<file path="src/rtl/uart_pkg.sv">
// Shared UART definitions: FSM state codes, parity modes and bit-timing derivation.
// Used by both transmitter and receiver so the two ends agree on framing.
package uart_pkg;

  typedef logic [2:0] state_t;

  localparam state_t ST_IDLE   = 3'd0;
  localparam state_t ST_START  = 3'd1;
  localparam state_t ST_DATA   = 3'd2;
  localparam state_t ST_PARITY = 3'd3;
  localparam state_t ST_STOP   = 3'd4;

  localparam int PAR_NONE = 0;
  localparam int PAR_EVEN = 1;
  localparam int PAR_ODD  = 2;

  // Integer-truncated; callers must keep the result >= 2.
  function automatic int clks_per_bit(input int clk_freq, input int baud);
    return clk_freq / baud;
  endfunction

endpackage

</file>
<file path="src/rtl/uart_tx_if.sv">
// Byte-request / status / serial-line bundle between a UART transmitter and its client.
// The master side is the client; the slave side is the transmitter.
interface uart_tx_if;

  logic [7:0] data_in;
  logic       send_in;
  logic       busy_out;
  logic       done_out;
  logic       tx_out;

  modport master (
    output data_in,
    output send_in,
    input  busy_out,
    input  done_out,
    input  tx_out
  );

  modport slave (
    input  data_in,
    input  send_in,
    output busy_out,
    output done_out,
    output tx_out
  );

endinterface

</file>
<file path="src/rtl/uart_tx_baud_tick_gen.sv">
// Clear/enable bit-period counter; bit_end strobes for one cycle on the last count of each bit.
// Zero latency from count to strobe; clr wins over en and restarts the period at 0.
module baud_tick_gen #(
  parameter int CLKS_PER_BIT = 8
) (
  input  logic clk,
  input  logic rst,
  input  logic clr,
  input  logic en,
  output logic bit_end
);

  localparam int W = $clog2(CLKS_PER_BIT);
  localparam logic [W-1:0] LAST = W'(CLKS_PER_BIT - 1);

  logic [W-1:0] cnt;

  assign bit_end = en && (cnt == LAST);

  always_ff @(posedge clk or posedge rst) begin
    if (rst) begin
      cnt <= '0;
    end else if (clr) begin
      cnt <= '0;
    end else if (en) begin
      cnt <= bit_end ? '0 : cnt + W'(1);
    end
  end

endmodule

</file>
<file path="src/rtl/uart_tx.sv">
// UART transmitter: start, 8 data bits LSB first, optional parity, 1-2 stop bits; registered outputs.
// First start-bit cycle follows the accept edge; requests while busy are dropped, not queued.
module uart_tx
  import uart_pkg::*;
#(
  parameter int CLK_FREQ  = 50_000_000,
  parameter int BAUD      = 115200,
  parameter int PARITY    = 0,
  parameter int STOP_BITS = 1
) (
  input logic      clk_in,
  input logic      rst_in,
  uart_tx_if.slave bus
);

  localparam int         CPB       = clks_per_bit(CLK_FREQ, BAUD);
  localparam logic [2:0] LAST_STOP = 3'(STOP_BITS - 1);
  localparam logic       PAR_INV   = (PARITY == PAR_ODD);

  state_t     state;
  state_t     state_nxt;
  logic [7:0] shreg;
  logic [2:0] bit_idx;
  logic       par_bit;
  logic       accept;
  logic       baud_en;
  logic       bit_end;
  logic       tx_nxt;
  logic       busy_nxt;
  logic       done_nxt;

  assign accept  = (state == ST_IDLE) && bus.send_in;
  assign baud_en = (state != ST_IDLE);

  baud_tick_gen #(
    .CLKS_PER_BIT(CPB)
  ) u_baud (
    .clk    (clk_in),
    .rst    (rst_in),
    .clr    (accept),
    .en     (baud_en),
    .bit_end(bit_end)
  );

  always_ff @(posedge clk_in or posedge rst_in) begin
    if (rst_in) begin
      state <= ST_IDLE;
    end else begin
      state <= state_nxt;
    end
  end

  always_comb begin
    state_nxt = state;
    case (state)
      ST_IDLE:   if (accept) state_nxt = ST_START;
      ST_START:  if (bit_end) state_nxt = ST_DATA;
      ST_DATA:   if (bit_end && bit_idx == 3'd7)
                   state_nxt = (PARITY != PAR_NONE) ? ST_PARITY : ST_STOP;
      ST_PARITY: if (bit_end) state_nxt = ST_STOP;
      ST_STOP:   if (bit_end && bit_idx == LAST_STOP) state_nxt = ST_IDLE;
      default:   state_nxt = ST_IDLE;
    endcase
  end

  // Outputs are computed for the cycle being entered, then registered, so
  // tx_out must look ahead to the post-shift LSB when a data bit ends.
  always_comb begin
    tx_nxt   = 1'b1;
    busy_nxt = (state_nxt != ST_IDLE);
    done_nxt = (state == ST_STOP) && (state_nxt == ST_IDLE);
    case (state_nxt)
      ST_START:  tx_nxt = 1'b0;
      ST_DATA:   tx_nxt = (state == ST_DATA && bit_end) ? shreg[1] : shreg[0];
      ST_PARITY: tx_nxt = par_bit;
      default:   tx_nxt = 1'b1;
    endcase
  end

  // bit_idx counts data bits in DATA and stop bits in STOP.
  always_ff @(posedge clk_in or posedge rst_in) begin
    if (rst_in) begin
      shreg   <= '0;
      bit_idx <= '0;
      par_bit <= 1'b0;
    end else if (accept) begin
      shreg   <= bus.data_in;
      bit_idx <= '0;
      par_bit <= (^bus.data_in) ^ PAR_INV;
    end else if (bit_end) begin
      if (state == ST_DATA) begin
        shreg   <= shreg >> 1;
        bit_idx <= (bit_idx == 3'd7) ? 3'd0 : 3'(bit_idx + 3'd1);
      end else if (state == ST_STOP) begin
        bit_idx <= (bit_idx == LAST_STOP) ? 3'd0 : 3'(bit_idx + 3'd1);
      end
    end
  end

  always_ff @(posedge clk_in or posedge rst_in) begin
    if (rst_in) begin
      bus.tx_out   <= 1'b1;
      bus.busy_out <= 1'b0;
      bus.done_out <= 1'b0;
    end else begin
      bus.tx_out   <= tx_nxt;
      bus.busy_out <= busy_nxt;
      bus.done_out <= done_nxt;
    end
  end

endmodule
</file>
<file path="src/flat_wrapper.sv">
// flat-port wrapper written by rule: the top's interface ports become plain ports
module uart_tx_flat import uart_pkg::*;
#(
  parameter int CLK_FREQ  = 50_000_000,
  parameter int BAUD      = 115200,
  parameter int PARITY    = 0,
  parameter int STOP_BITS = 1
)
  (clk_in, rst_in, bus_data_in, bus_send_in, bus_busy_out, bus_done_out, bus_tx_out);
  uart_tx_if bus_i ();
  input logic clk_in;
  input logic rst_in;
  input wire logic [$bits(bus_i.data_in)-1:0] bus_data_in;
  input wire logic [$bits(bus_i.send_in)-1:0] bus_send_in;
  output wire logic [$bits(bus_i.busy_out)-1:0] bus_busy_out;
  output wire logic [$bits(bus_i.done_out)-1:0] bus_done_out;
  output wire logic [$bits(bus_i.tx_out)-1:0] bus_tx_out;
  assign bus_i.data_in = bus_data_in;
  assign bus_i.send_in = bus_send_in;
  assign bus_busy_out = bus_i.busy_out;
  assign bus_done_out = bus_i.done_out;
  assign bus_tx_out = bus_i.tx_out;
  uart_tx #(.CLK_FREQ(CLK_FREQ), .BAUD(BAUD), .PARITY(PARITY), .STOP_BITS(STOP_BITS)) u_core (.clk_in(clk_in), .rst_in(rst_in), .bus(bus_i));
endmodule
</file>
<file path="config.mk">
export PLATFORM = sky130hd
export DESIGN_NAME = uart_tx_flat
export DESIGN_NICKNAME = d
export VERILOG_FILES = /design/src/rtl/uart_pkg.sv /design/src/rtl/uart_tx_if.sv /design/src/rtl/uart_tx_baud_tick_gen.sv /design/src/rtl/uart_tx.sv /design/src/flat_wrapper.sv
export SDC_FILE = /design/constraint.sdc
export NUM_CORES = 1
export LEC_CHECK = 0
export BUFFER_PORTS_ARGS = -buffer_cell sky130_fd_sc_hd__buf_2
export CAP_MARGIN = 10
export CORE_UTILIZATION = 58
export DETAILED_ROUTE_END_ITERATION = 10
export GPL_TIMING_DRIVEN = 0
export PLACE_DENSITY = 0.78
export SYNTH_ARGS = -nofsm -noshare
export SYNTH_HDL_FRONTEND = slang
export SYNTH_SLANG_ARGS = --single-unit
</file>
<file path="constraint.sdc">
create_clock -name clk_in -period 2.2 [get_ports clk_in]
set_clock_uncertainty 0.2 [all_clocks]
set_input_delay 0.33 -clock clk_in [delete_from_list [all_inputs] [get_ports clk_in]]
set_output_delay 0.33 -clock clk_in [all_outputs]
set_load 0.01 [all_outputs]
</file>
======== After elaboration in Yosys (flattened, before gate mapping) ========
Index checks and enable logic that the tools add are counted.
storage, ports and cells
  bits in registers ....................... 27
  memory bits (read-only) ................. 0
  memories ................................ 0
  memory bits (writable) .................. 0
  latch bits .............................. 0
  logic and storage cells ................. 57
  input port bits ......................... 11
cells by class
  mux-type cells .......................... 20
  shifts and indexed selects .............. 0
  order comparisons ....................... 0
  $mul .................................... 0
  equal/unequal tests ..................... 9
  reduce and logical (&&, ||, !) cells .... 18
  div/mod/pow operators ................... 0
  bitwise operators ....................... 0
  $add $sub $neg .......................... 2
operators with widths
  cell                                                 count
  2-to-1 mux 3 bit                                     11
  2-to-1 mux 9 bit                                     3
  2-to-1 mux 8 bit                                     3
  one-hot mux 3 bit (5 select lines)                   1
  equality test 3 x 2 -> 1 bit, second input constant  4
  adder 9 x 1 -> 9 bit, second input constant          1
  equality test 9 bit, second input constant           1
  logical NOT 3 bit                                    3
  nonzero test 3 bit                                   3
  parity 8 bit                                         1
  equality test 3 x 1 -> 1 bit, second input constant  2
  equality test 3 bit, second input constant           2
  logical AND 1 bit                                    6
  nonzero test 2 bit                                   3
  AND reduction 2 bit                                  2
  adder 3 x 1 -> 3 bit, second input constant          1
  one-hot mux 1 bit (3 select lines)                   1
  2-to-1 mux 1 bit                                     1

======== Longest topological paths before layout ========
Gate-level depths: netlist of run 1.
  depth after elaboration ................. 7
  depth in mapped cells ................... 8

======== By module ========
Synthesis of run 1 repeated with hierarchy kept, for this count alone.
unflattened totals
  cell total of the unflattened synthesis .. 156
  area, all modules ....................... 1611.5 µm²
by module, submodules not included
  module         cells each  sequential area each (µm²)  times used  area each (µm²)
  uart_tx        105         451.7                       1           1082.3
  baud_tick_gen  51          225.2                       1           529.3

======== Worst setup path after synthesis of run 1 ========
OpenSTA, ideal clock, no wires.
  path type ............................... reg-to-reg
  from .................................... register u_core.u_baud.cnt[1]
  to ...................................... register u_core.bus.busy_out
  stages on the path, launching flop included .. 8
  setup slack ............................. 368 ps
  arrival ................................. 1505 ps
  buffers on the path ..................... 1
  cells stage by stage .................... dfrtp_1 inv_1 ha_1 and4b_1 clkbuf_1 a31o_2 nand3_1 or2_2
between the ends
  cells in the longest elaborated chain, start to end .. 6
  elaborated cells on any way between the ends .. 10
  classes of those cells .................. 1 x eq/ne; 5 x mux; 4 x reduce/logical
RTL lines
  what                                    line                          text
  start: declaration                      uart_tx_baud_tick_gen.sv:16   logic [W-1:0] cnt;
  start signal: assignment                uart_tx_baud_tick_gen.sv:26   cnt <= bit_end ? '0 : cnt + W'(1);
  equality test 9 bit (*)                 uart_tx_baud_tick_gen.sv:18   assign bit_end = en && (cnt == LAST);
  logical AND 1 bit (*)                   uart_tx_baud_tick_gen.sv:18
  logical AND 1 bit (on tied branches)    uart_tx.sv:61, uart_tx.sv:58
  2-to-1 mux 3 bit (on tied branches)     uart_tx.sv:61, uart_tx.sv:58
  one-hot mux 3 bit (5 select lines) (*)  uart_tx.sv:55                 case (state)
  nonzero test 3 bit (*)                  uart_tx.sv:70                 busy_nxt = (state_nxt != ST_IDLE);
  net u_core.busy_nxt                     uart_tx.sv:29                 logic busy_nxt;
  end signal: assignment                  uart_tx.sv:107                bus.busy_out <= busy_nxt;
  end: declaration                        uart_tx_if.sv:22              output busy_out,
Mark *: on every way through the listed nets, which the timed path passes. The rest lies on a longest branch.
A chain may end at the register's enable or synchronous reset.

======== Worst setup path in the final report of run 1 ========
  from .................................... register u_core.u_baud.cnt[1]
  to ...................................... register u_core.bus.tx_out
between the ends
  cells in the longest elaborated chain, start to end .. 7
  elaborated cells on any way between the ends .. 15
  classes of those cells .................. 4 x eq/ne; 7 x mux; 4 x reduce/logical
RTL lines
  what                                                                                 line                          text
  equality test 9 bit (*)                                                              uart_tx_baud_tick_gen.sv:18
  logical AND 1 bit (*)                                                                uart_tx_baud_tick_gen.sv:18
  logical AND 1 bit (on tied branches)                                                 uart_tx.sv:61, uart_tx.sv:58
  2-to-1 mux 3 bit (on tied branches)                                                  uart_tx.sv:61, uart_tx.sv:58
  one-hot mux 3 bit (5 select lines) (*)                                               uart_tx.sv:55
  net u_core.state_nxt[1]                                                              uart_tx.sv:21                 state_t state_nxt;
  equality test 3 x 2 -> 1 bit / equality test 3 x 1 -> 1 bit (equally long branches)  uart_tx.sv:72                 case (state_nxt)
  one-hot mux 1 bit (3 select lines) (*)                                               uart_tx.sv:72
  net u_core.tx_nxt                                                                    uart_tx.sv:28                 logic tx_nxt;
  end signal: assignment                                                               uart_tx.sv:106                bus.tx_out <= tx_nxt;
  end: declaration                                                                     uart_tx_if.sv:24              output tx_out
Marked as above.

==> results of run 1 <==
==> Yosys cell counts, types with 2 or more instances <==
library cell / number
nand2_1: 17
nor3_1: 3
nor2_1: 14
inv_1: 10
a21oi_1: 2
nand2b_1: 2
xnor2_1: 11
a31oi_1: 3
o22ai_1: 2
ha_1: 5
buf_4: 2
and4_1: 2
o21ai_0: 9
mux2i_1: 9
buf_6: 2
o31ai_1: 3
nand4_1: 3
xor2_1: 2
nand3_1: 3
or3_1: 2
dfrtp_1: 26
==> power by group <==
group          leakage (nW)  total (mW)  switching (mW)  internal [mW]
registers             0.345       0.509         0.00373          0.505
clock network        0.0177       0.209           0.141         0.0681
logic                 0.403      0.0612          0.0324         0.0289
==> layer usage <==
metal	up-vias	GRT usage (%)
li1	592	-
met1	553	30.6
met2	31	37.0
met3	4	3.11
met4	0	8.97
met5	-	0
==> worst max-delay path, stage by stage, from the launching register on <==
cell      delay (ns)
dfrtp_1         0.44
inv_1           0.09
ha_1            0.16
nand4b_1        0.14
o311ai_0        0.52
nand2_1         0.16
a22oi_1         0.24
==> through the flow <==
stage,worst slack (ns),power [mW],util (%),instance area [um2]
after global routing,0.0586,0.814,67.2,1700
after CTS,0.112,0.792,67.4,1700
after global placement,0.219,0.578,66.3,1670
after detailed placement,0.127,0.581,66.3,1670
after floorplan,0.368,0.558,-,1570
final,0.182,0.779,67.2,1700
==> state kept, by name, indices dropped and copies added, names as in the netlist <==
| register | flops |
|---|---|
| u_core.u_baud.cnt | 9 |
| u_core.state | 3 |
| u_core.bus.tx_out | 1 |
| u_core.shreg | 8 |
| u_core.par_bit | 1 |
| u_core.bus.busy_out | 1 |
| u_core.bus.done_out | 1 |
| u_core.bit_idx | 3 |
==> cells by family (layout without fill, tap and decap cells) <==
| family | after synthesis | in the layout |
|---|---|---|
| flops | 27 | 27 |
| compound gates | 28 | 28 |
| simple gates | 59 | 59 |
| fa+ha+maj | 5 | 5 |
| buf+inv | 16 | 32 |
| xor+xnor | 13 | 13 |
| mux | 9 | 9 |
==> final timing paths <==
path | start | to | slack (ns) | cells past startpoint
max | u_core.u_baud.cnt[1] | u_core.bus.tx_out | 0.18 | 6
min | rst_in | u_core.shreg[4] | 0.01 | 2
max reg2reg | u_core.u_baud.cnt[1] | u_core.bus.tx_out | 0.18 | 6
min reg2reg | u_core.shreg[1] | u_core.shreg[1] | 0.30 | 2
max in group asynchronous | rst_in | u_core.state[2] | 1.20 | 2
min in group clk_in | bus_data_in[0] | u_core.shreg[0] | 0.06 | 3
==> area by class of cell <==
class                           count  area [um2]  share of cell area (%)
Sequential cell                    27         677                    39.9
Timing Repair Buffer               13        65.1                    3.84
Inverter                           10        37.5                    2.21
Multi-Input combinational cell    114         808                    47.7
Tap cell                           30        37.5                    2.21
Clock inverter                      1        5.00                   0.295
Buffer                              5        42.5                    2.51
Clock buffer                        3        22.5                    1.33
==> placed cells by master, fill, tap and decap left out, types with 5 or more instances in the layout <==
master and instances:
buf_2 14, dfrtp_1 26, ha_1 5, inv_1 10
mux2i_1 9, nand2_1 17, nor2_1 14, o21ai_0 9
xnor2_1 11
==> summary.md, run 1 <==
| Metric | Value |
|---|---|
| Outcome | `completed` |
| Post-synthesis xor/xnor area fraction | `7.26%` |
| Period utilization | `91.7%` |
| Router iterations before antenna repair | `4` |
| Power per cell area | `459 nW/um2` |
| Clock Tree Root | `clkbuf_4` |
| Post-CTS Resized | `0` |
| Layout cells sized above 1 | `20.2%` |
| Total gr overflow | `0` |
| Die width | `54.0 um` |
| Top routing layer used | `met4` |
| Residual DRC count | `0` |
| PortBufs | `13` |
| HP Class | `primary input to asynchronous set/reset pin` |
| Bufs on Longest Clock Path | `2` |
| Synth Area in Adders | `3.99%` |
| Hold slack | `0.0105 ns` |
| WL final | `2890 um` |
| Routability cong. | `0.885` |
| Critical path type | `flop to flop` |
| Post-CTS Setup Inserts | `0` |
| # diodes | `0` |
| Largest family of logic cells by synthesized area | `simple AND/OR/NAND/NOR gates` |
| Fill cells | `203` |
| Avg WL per Cell | `14.2 um` |
| Leakage Power | `0.765 nW` |
| Final min period | `2.02 ns` |
| Seq/Total Area, Yosys | `43.1%` |
| Critical path endpoint category | `flop` |
| MaxCap Viol Count | `0` |
| Synthesized flop and latch total | `27` |
| Largest net degree at the start of global routing | `28` |
| Drt via density | `5.81` |
| WL met2 | `1400 um` |
| Placed cells | `200` |
| Dominant cell type by area after synthesis | `dfrtp_1` |
| Async set-or-reset flop fraction in the synthesized netlist | `100%` |
| Drt initial violations | `17` |
| Number of synthesized flops with an enable pin | `0` |
| Synth Area in Compound Gates | `12.7%` |
| Setup TNS | `0 ns` |
| Chip height | `54.0 um` |
| Req. time, crit path | `2.24 ns` |
| Post-Synth Simple-Gate Area | `21.9%` |
| Mux contribution to synthesized area | `5.74%` |
| Syn Area/Cell | `9.99 um2` |
| Final std cells w/o fill | `203` |
| Wl on met1 | `1370 um` |
| Clock sink count | `27` |
| Yosys top cell area share | `41.5%` |
| Setup crit start kind | `flop` |
| Least-Margin Pin Slew | `0.982 ns` |
| Cell area after synthesis | `1570 um2` |
| Met3 wire length | `86 um` |
| Synth-to-layout area growth | `8.05%` |
| Most common flop cell mapped by yosys | `dfrtp_1` |
| Post-DP HPWL | `2220 um` |
| H-tree depth | `1` |
| CP Max Fanout | `4` |
| Hold_buf cts | `0` |
| Worst path arrival time | `2.06 ns` |
| Post-route ant nets | `0` |
| Clk_lat worst skew | `0.32 ns` |
| Final hold violations | `0` |
| Vias after detailed routing | `1180` |
| Vias in the first global route | `1089` |
| # IOs | `14` |
| Total GRT Usage | `22.8%` |
| Top cells by area, synth | `dfrtp_1, xnor2_1, mux2i_1` |
| Row cnt | `18` |
| Mapped Nets | `173` |
| RSZ-0062 raised after global routing | `false` |
| Max frequency | `496 MHz` |
| Syn Inst Count | `157` |
| Die footprint | `2920 um2` |
| Initial antenna violation count | `0` |
| Final nets | `190` |
| Slew HR | `34.5%` |
| YS warnings | `0` |
| Peak supply drop | `0.369 mV` |
| First-pass GRT wire length | `4740 um` |
| Core ar. | `2520 um2` |
| Reg clk slew, reported paths | `0.14 ns` |
| Starting Density | `62.2%` |
| CTS Buf Count | `3` |
| Fin. max-slew vios | `0` |
| Endpoints failing setup | `0` |
| Yosys cell types | `46` |
| CTS tree | `built` |
Power figures use the tool's default switching activity.
==> run 2, diff against run 1 <==
--- a/config.mk
+++ b/config.mk
@@ -8,4 +8,5 @@
 export BUFFER_PORTS_ARGS = -buffer_cell sky130_fd_sc_hd__buf_2
 export CAP_MARGIN = 10
+export CORE_ASPECT_RATIO = 0.5
 export CORE_UTILIZATION = 58
 export DETAILED_ROUTE_END_ITERATION = 10
==> constraint.sdc (replaced) <==
create_clock -name clk_in -period 2.2 [get_ports clk_in]
set_clock_uncertainty 0.2 [all_clocks]
set_input_delay 0.11 -clock clk_in [delete_from_list [all_inputs] [get_ports clk_in]]
set_output_delay 0.11 -clock clk_in [all_outputs]
set_load 0.01 [all_outputs]
==> summary.md, run 2 (synthesis results as in run 1) <==
| Metric | Value |
|---|---|
| Post-DP HPWL | `2080 um` |
| Outcome | `completed` |
| Hold slack | `0.292 ns` |
| Starting Density | `65.7%` |
| HP Class | `flop to flop` |
| Vias in the first global route | `1103` |
| Largest net degree at the start of global routing | `28` |
| Critical Path Stages | `6` |
| Least-Margin Pin Slew | `1.04 ns` |
| Slowest cell on crit path | `or4_4` |
| Period utilization | `90.9%` |
| Setup TNS | `0 ns` |
| Slew HR | `30.8%` |
| RSZ-0062 raised after global routing | `false` |
| Worst path arrival time | `2.00 ns` |
| Synth-to-layout area growth | `15.9%` |
| H-tree depth | `1` |
| Die width | `75.6 um` |
| Final min period | `2.00 ns` |
| Most frequent cells in the layout | `dfrtp_1, nand2_1, nor2_1, buf_2, xnor2_1` |
| Largest register FFs | `9` |
| Total GRT Usage | `24.0%` |
| Power per cell area | `479 nW/um2` |
| Final nets | `200` |
| Post-CTS Setup Inserts | `0` |
| Chip height | `38.8 um` |
| Endpoints failing setup | `0` |
| Post-route ant nets | `0` |
| Flop2flop setup slack | `0.20 ns` |
| Crit path max-delay family | `simple AND/OR/NAND/NOR gates` |
| Bufs on Longest Clock Path | `2` |
| Router iterations before antenna repair | `4` |
| CP Cell Sequence | `inv_1 > ha_1 > nand4b_1 > or4_4 > nand2_1 > mux2i_1` |
| CTS Buf Count | `3` |
| Reg clk slew, reported paths | `0.09 ns` |
| Biggest regs | `u_core.u_baud.cnt x9, u_core.shreg x8` |
| Setup crit start kind | `flop` |
| PortBufs | `13` |
| Drt initial violations | `55` |
| CP Buf/Inv Count | `1` |
| Design area | `1820 um2` |
| Row cnt | `12` |
| Clk_lat worst skew | `0.28 ns` |
| # IOs | `14` |
| Fin. max-slew vios | `0` |
| Die footprint | `2930 um2` |
| Initial antenna violation count | `0` |
| Vias after detailed routing | `1232` |
| Final hold violations | `0` |
| WL final | `3050 um` |
| Layout cells sized above 1 | `18.6%` |
| Biggest register | `u_core.u_baud.cnt` |
| Req. time, crit path | `2.20 ns` |
| Routability cong. | `0.845` |
| Most common cell after layout, fill and taps aside | `dfrtp_1` |
| R2R depth | `6` |
| Residual DRC count | `0` |
| Max frequency | `500 MHz` |
| CTS tree | `built` |
| Peak supply drop | `0.366 mV` |
| Total gr overflow | `0` |
| Clock sink count | `27` |
| Avg WL per Cell | `14.0 um` |
| CP Max Fanout | `4` |
| First-pass GRT wire length | `5040 um` |
| Clock Tree Root | `clkbuf_8` |
| MaxCap Viol Count | `0` |
| Core ar. | `2390 um2` |
| Area after DPL | `1680 um2` |
| Leakage Power | `0.812 nW` |
| WHS Path Cells | `2` |
| Critical path endpoint category | `flop` |
| Drt via density | `5.65` |
| Critical Path Max Stage Delay | `0.60 ns` |
| # diodes | `0` |
| Critical path type | `flop to flop` |
## run 2: cell count changes in the layout (fill, tap and decap cells not counted), sizes merged
cell         delta
dlygate4sd3    +10
clkbuf          +1
clkinv          -1
## run 2: final timing paths
check / from / end
worst max-delay path: u_core.u_baud.cnt[1] / u_core.bit_idx[2]
worst min-delay path: u_core.shreg[2] / u_core.shreg[2]
worst max register to register: u_core.u_baud.cnt[1] / u_core.bit_idx[2]
worst min register to register: u_core.shreg[2] / u_core.shreg[2]
max in group asynchronous: rst_in / u_core.u_baud.cnt[6]
min in group asynchronous: rst_in / u_core.shreg[4]
## run 2: worst min-delay path, stage by stage, from the launching register on
cell and delay [ns]:
dfrtp_1 0.35, nand2_1 0.04, o21ai_0 0.06
## run 2: power breakdown
group          switching [mW]  internal, mW  total [mW]
combinational          0.0359        0.0405      0.0764
sequential            0.00389         0.504       0.508
clock                   0.156         0.130       0.286
## run 2: per-layer routing
layer	global-route usage (%)	vias up	wire (um)
met5	0	-	0
met4	4.17	0	22
met1	33.0	588	1480
met3	5.99	3	174
met2	39.1	33	1370
li1	-	608	-
## run 2: timing repair
item	in CTS	in global routing
endpoints found under the hold margin	35	0
setup endpoints to repair	0	8
resized for setup	0	0
hold buffers	10	0
## run 2: through the flow
step	utilization [%]	power, mW	worst slack (ns)	cells
6_report	76.2	0.871	0.200	218
5_1_grt	76.2	0.897	0.0373	218
4_1_cts	76.4	0.875	0.155	219
3_5_place_dp	70.3	0.580	0.182	205
3_3_place_gp	70.3	0.578	0.204	205
2_1_floorplan	-	0.558	0.368	157
## run 2: area by class of cell
cell class	instances	area (um2)
Tap cell	35	43.8
Clock buffer	4	45.0
Buffer	5	42.5
Inverter	10	37.5
Sequential cell	27	677
Multi-Input combinational cell	114	808
Timing Repair Buffer	23	165
Fill cell	170	568
==> run 3, diff against run 2 <==
- SYNTH_HIERARCHICAL: unset -> 1
==> summary.md, run 3 <==
| Metric | Value |
|---|---|
| Die footprint | `3010 um2` |
| HP Class | `primary input to asynchronous set/reset pin` |
| Yosys cell types | `51` |
| CP Buf/Inv Count | `1` |
| Endpoints failing setup | `5` |
| CTS Buf Count | `3` |
| Biggest register | `u_core/u_baud/cnt` |
| Outcome | `finished with violations` |
| Final hold violations | `0` |
| First-pass GRT wire length | `5380 um` |
| Core ar. | `2620 um2` |
| Synth-to-layout area growth | `25.5%` |
| Largest net degree at the start of global routing | `19` |
| Peak supply drop | `0.551 mV` |
| Slowest cell on crit path | `dfrtp_1` |
| Top-count cell post-synth | `dfrtp_1` |
| Hold slack | `0.146 ns` |
| Critical path endpoint category | `flop` |
| Drt via density | `5.53` |
| Residual DRC count | `0` |
| Post-DP HPWL | `2130 um` |
| Final WS setup | `-0.116 ns` |
| Critical Path Max Stage Delay | `0.43 ns` |
| Final std cells w/o fill | `234` |
| Total GRT Usage | `24.2%` |
| Reg-to-Reg Start | `u_core/u_baud/cnt[3]` |
| YS warnings | `6` |
| Initial antenna violation count | `0` |
| CTS tree | `built` |
| # diodes | `0` |
| Total gr overflow | `0` |
| Most common flop cell mapped by yosys | `dfrtp_1` |
| Vias after detailed routing | `1293` |
| Routability cong. | `0.768` |
| Design area | `2020 um2` |
| H-tree depth | `1` |
| Biggest regs | `u_core/u_baud/cnt x9, u_core/shreg x8` |
| Critical path type | `flop to flop` |
| Slew HR | `52.7%` |
| Die width | `76.5 um` |
| WL final | `3440 um` |
| Async set-or-reset flop fraction in the synthesized netlist | `100%` |
| Commonest cells in the netlist | `dfrtp_1, nand2_1, nor2_1, inv_1, a21oi_1` |
| Post-route ant nets | `0` |
| Cell area after synthesis | `1610 um2` |
| Wl on met1 | `1610 um` |
| Drt initial violations | `40` |
| Top routing layer used | `met4` |
| Most common cell after layout, fill and taps aside | `dfrtp_1` |
| Avg WL per Cell | `14.7 um` |
| CP Cell Sequence | `or3b_4 > nor3_4 > buf_4 > nor4bb_4 > mux2i_1 > nand3b_1 > a21o_1` |
| Flop2flop setup slack | `-0.12 ns` |
| Least-Margin Pin Slew | `0.708 ns` |
| RSZ-0062 raised after global routing | `true` |
| Worst path arrival time | `2.33 ns` |
| Clk_lat worst skew | `0.27 ns` |
| Period utilization | `105%` |
| Largest register FFs | `9` |
| Synthesized flop and latch total | `27` |
| Mapped Nets | `172` |
| Syn Area/Cell | `10.3 um2` |
| Dominant cell type by area after synthesis | `dfrtp_1` |
| Final min period | `2.32 ns` |
| Crit path max-delay family | `simple AND/OR/NAND/NOR gates` |
| Worst slack at placement | `-0.337 ns` |
| Vias in the first global route | `1201` |
| Leakage Power | `0.875 nW` |
| Number of synthesized flops with an enable pin | `0` |
| MaxCap Viol Count | `0` |
| Seq/Total Area, Yosys | `42.0%` |
| Top cells by area, synth | `dfrtp_1, mux2i_1, nand2_1` |
| Clock Tree Root | `clkbuf_8` |
| Fin. max-slew vios | `0` |
| Worst r2r dst | `u_core/bus.tx_out` |
| Placed cells | `206` |
| Starting Density | `61.5%` |
| Met3 wire length | `124 um` |
| Setup crit start kind | `flop` |
| Layout cells sized above 1 | `29.4%` |
| Req. time, crit path | `2.21 ns` |
| Most frequent cells in the layout | `dfrtp_1, nand2_1, buf_4, buf_2, nor2_1` |
| Chip height | `39.3 um` |
| Router iterations before antenna repair | `4` |
| Bufs on Longest Clock Path | `2` |
| WL met2 | `1690 um` |
| CP Max Fanout | `5` |
| Final nets | `214` |
| Area after DPL | `1730 um2` |
| Yosys top cell area share | `40.4%` |
| R2R depth | `7` |
| PortBufs | `13` |
| Power per cell area | `786 nW/um2` |
| Syn Inst Count | `156` |
| Violated checks | `negative setup slack` |
| Clock sink count | `27` |
| # IOs | `14` |
| Reg clk slew, reported paths | `0.09 ns` |
| Max frequency | `432 MHz` |
| Row cnt | `13` |
## run 3: changes by cell type in the layout (fill, tap and decap cells not counted), sizes merged, moves of 2 or more
cell,previous run,this run
mux2,0,2
buf,18,32
a31oi,3,0
and4,2,0
nand3b,0,3
xnor2,11,7
a21oi,2,9
nand4,3,1
## run 3: through the flow
| stage | utilization [%] | power, mW | setup TNS, ns |
|---|---|---|---|
| 2_1_floorplan | - | 1.12 | -0.0908 |
| 5_1_grt | 77.2 | 1.69 | -1.02 |
| 3_5_place_dp | 66.0 | 1.23 | -2.09 |
| 6_report | 77.2 | 1.59 | -0.463 |
| 4_1_cts | 76.1 | 1.56 | -0.571 |
| 3_3_place_gp | 66.0 | 1.20 | -1.37 |
## run 3: logic make-up after synthesis
group | count (synthesis) | share of synthesized area (%)
simple gates | 57 | 21.0
mux | 10 | 7.07
buf+inv | 15 | 5.67
xor+xnor | 10 | 5.44
fa+ha+maj | 5 | 3.88
flops | 27 | 42.0
compound gates | 32 | 15.0
## run 3: worst max-delay path by stage
stage	cells past startpoint	endpoint	startpoint	slack [ns]
finish	7	u_core/bus.tx_out	u_core/u_baud/cnt[3]	-0.12
global route	7	u_core/bus.tx_out	u_core/u_baud/cnt[3]	-0.24
CTS	10	u_core/bit_idx[0]	u_core/state[1]	-0.16
detailed placement	10	u_core/bit_idx[0]	u_core/state[1]	-0.34
global placement	10	u_core/bit_idx[0]	u_core/state[1]	-0.28
floorplan	10	u_core/bit_idx[0]	u_core/state[1]	-0.09
## run 3: report_power, final
| group | internal [mW] | switching, mW | total, mW | leakage [nW] |
|---|---|---|---|---|
| combinational | 0.277 | 0.266 | 0.543 | 0.517 |
| clock | 0.130 | 0.156 | 0.286 | 0.0228 |
| sequential | 0.640 | 0.120 | 0.760 | 0.335 |
## run 3: routing by layer
layer	GRT usage, %	up-vias
met3	5.12	2
met5	0	-
met1	29.2	634
met4	5.77	0
met2	46.4	30
li1	-	627
## run 3: what timing repair did
action | in CTS | in global routing
buffers inserted | 11 | 4
pin swaps | 3 | 6
setup endpoints to repair | 12 | 15
hold endpoints to repair | 35 | 0
hold buffers | 10 | 0
resized for setup | 9 | 3
## run 3: worst min-delay path, delay by kind of cell
family                 cells  cell delay (ns)
buffers and inverters      3             0.92
## run 3: area by class of cell
cell class	count	area, um2
Buffer	4	41.3
Clock buffer	4	45.0
Fill cell	194	597
Inverter	10	50.0
Multi-Input combinational cell	114	882
Sequential cell	27	679
Tap cell	37	46.3
Timing Repair Buffer	38	278
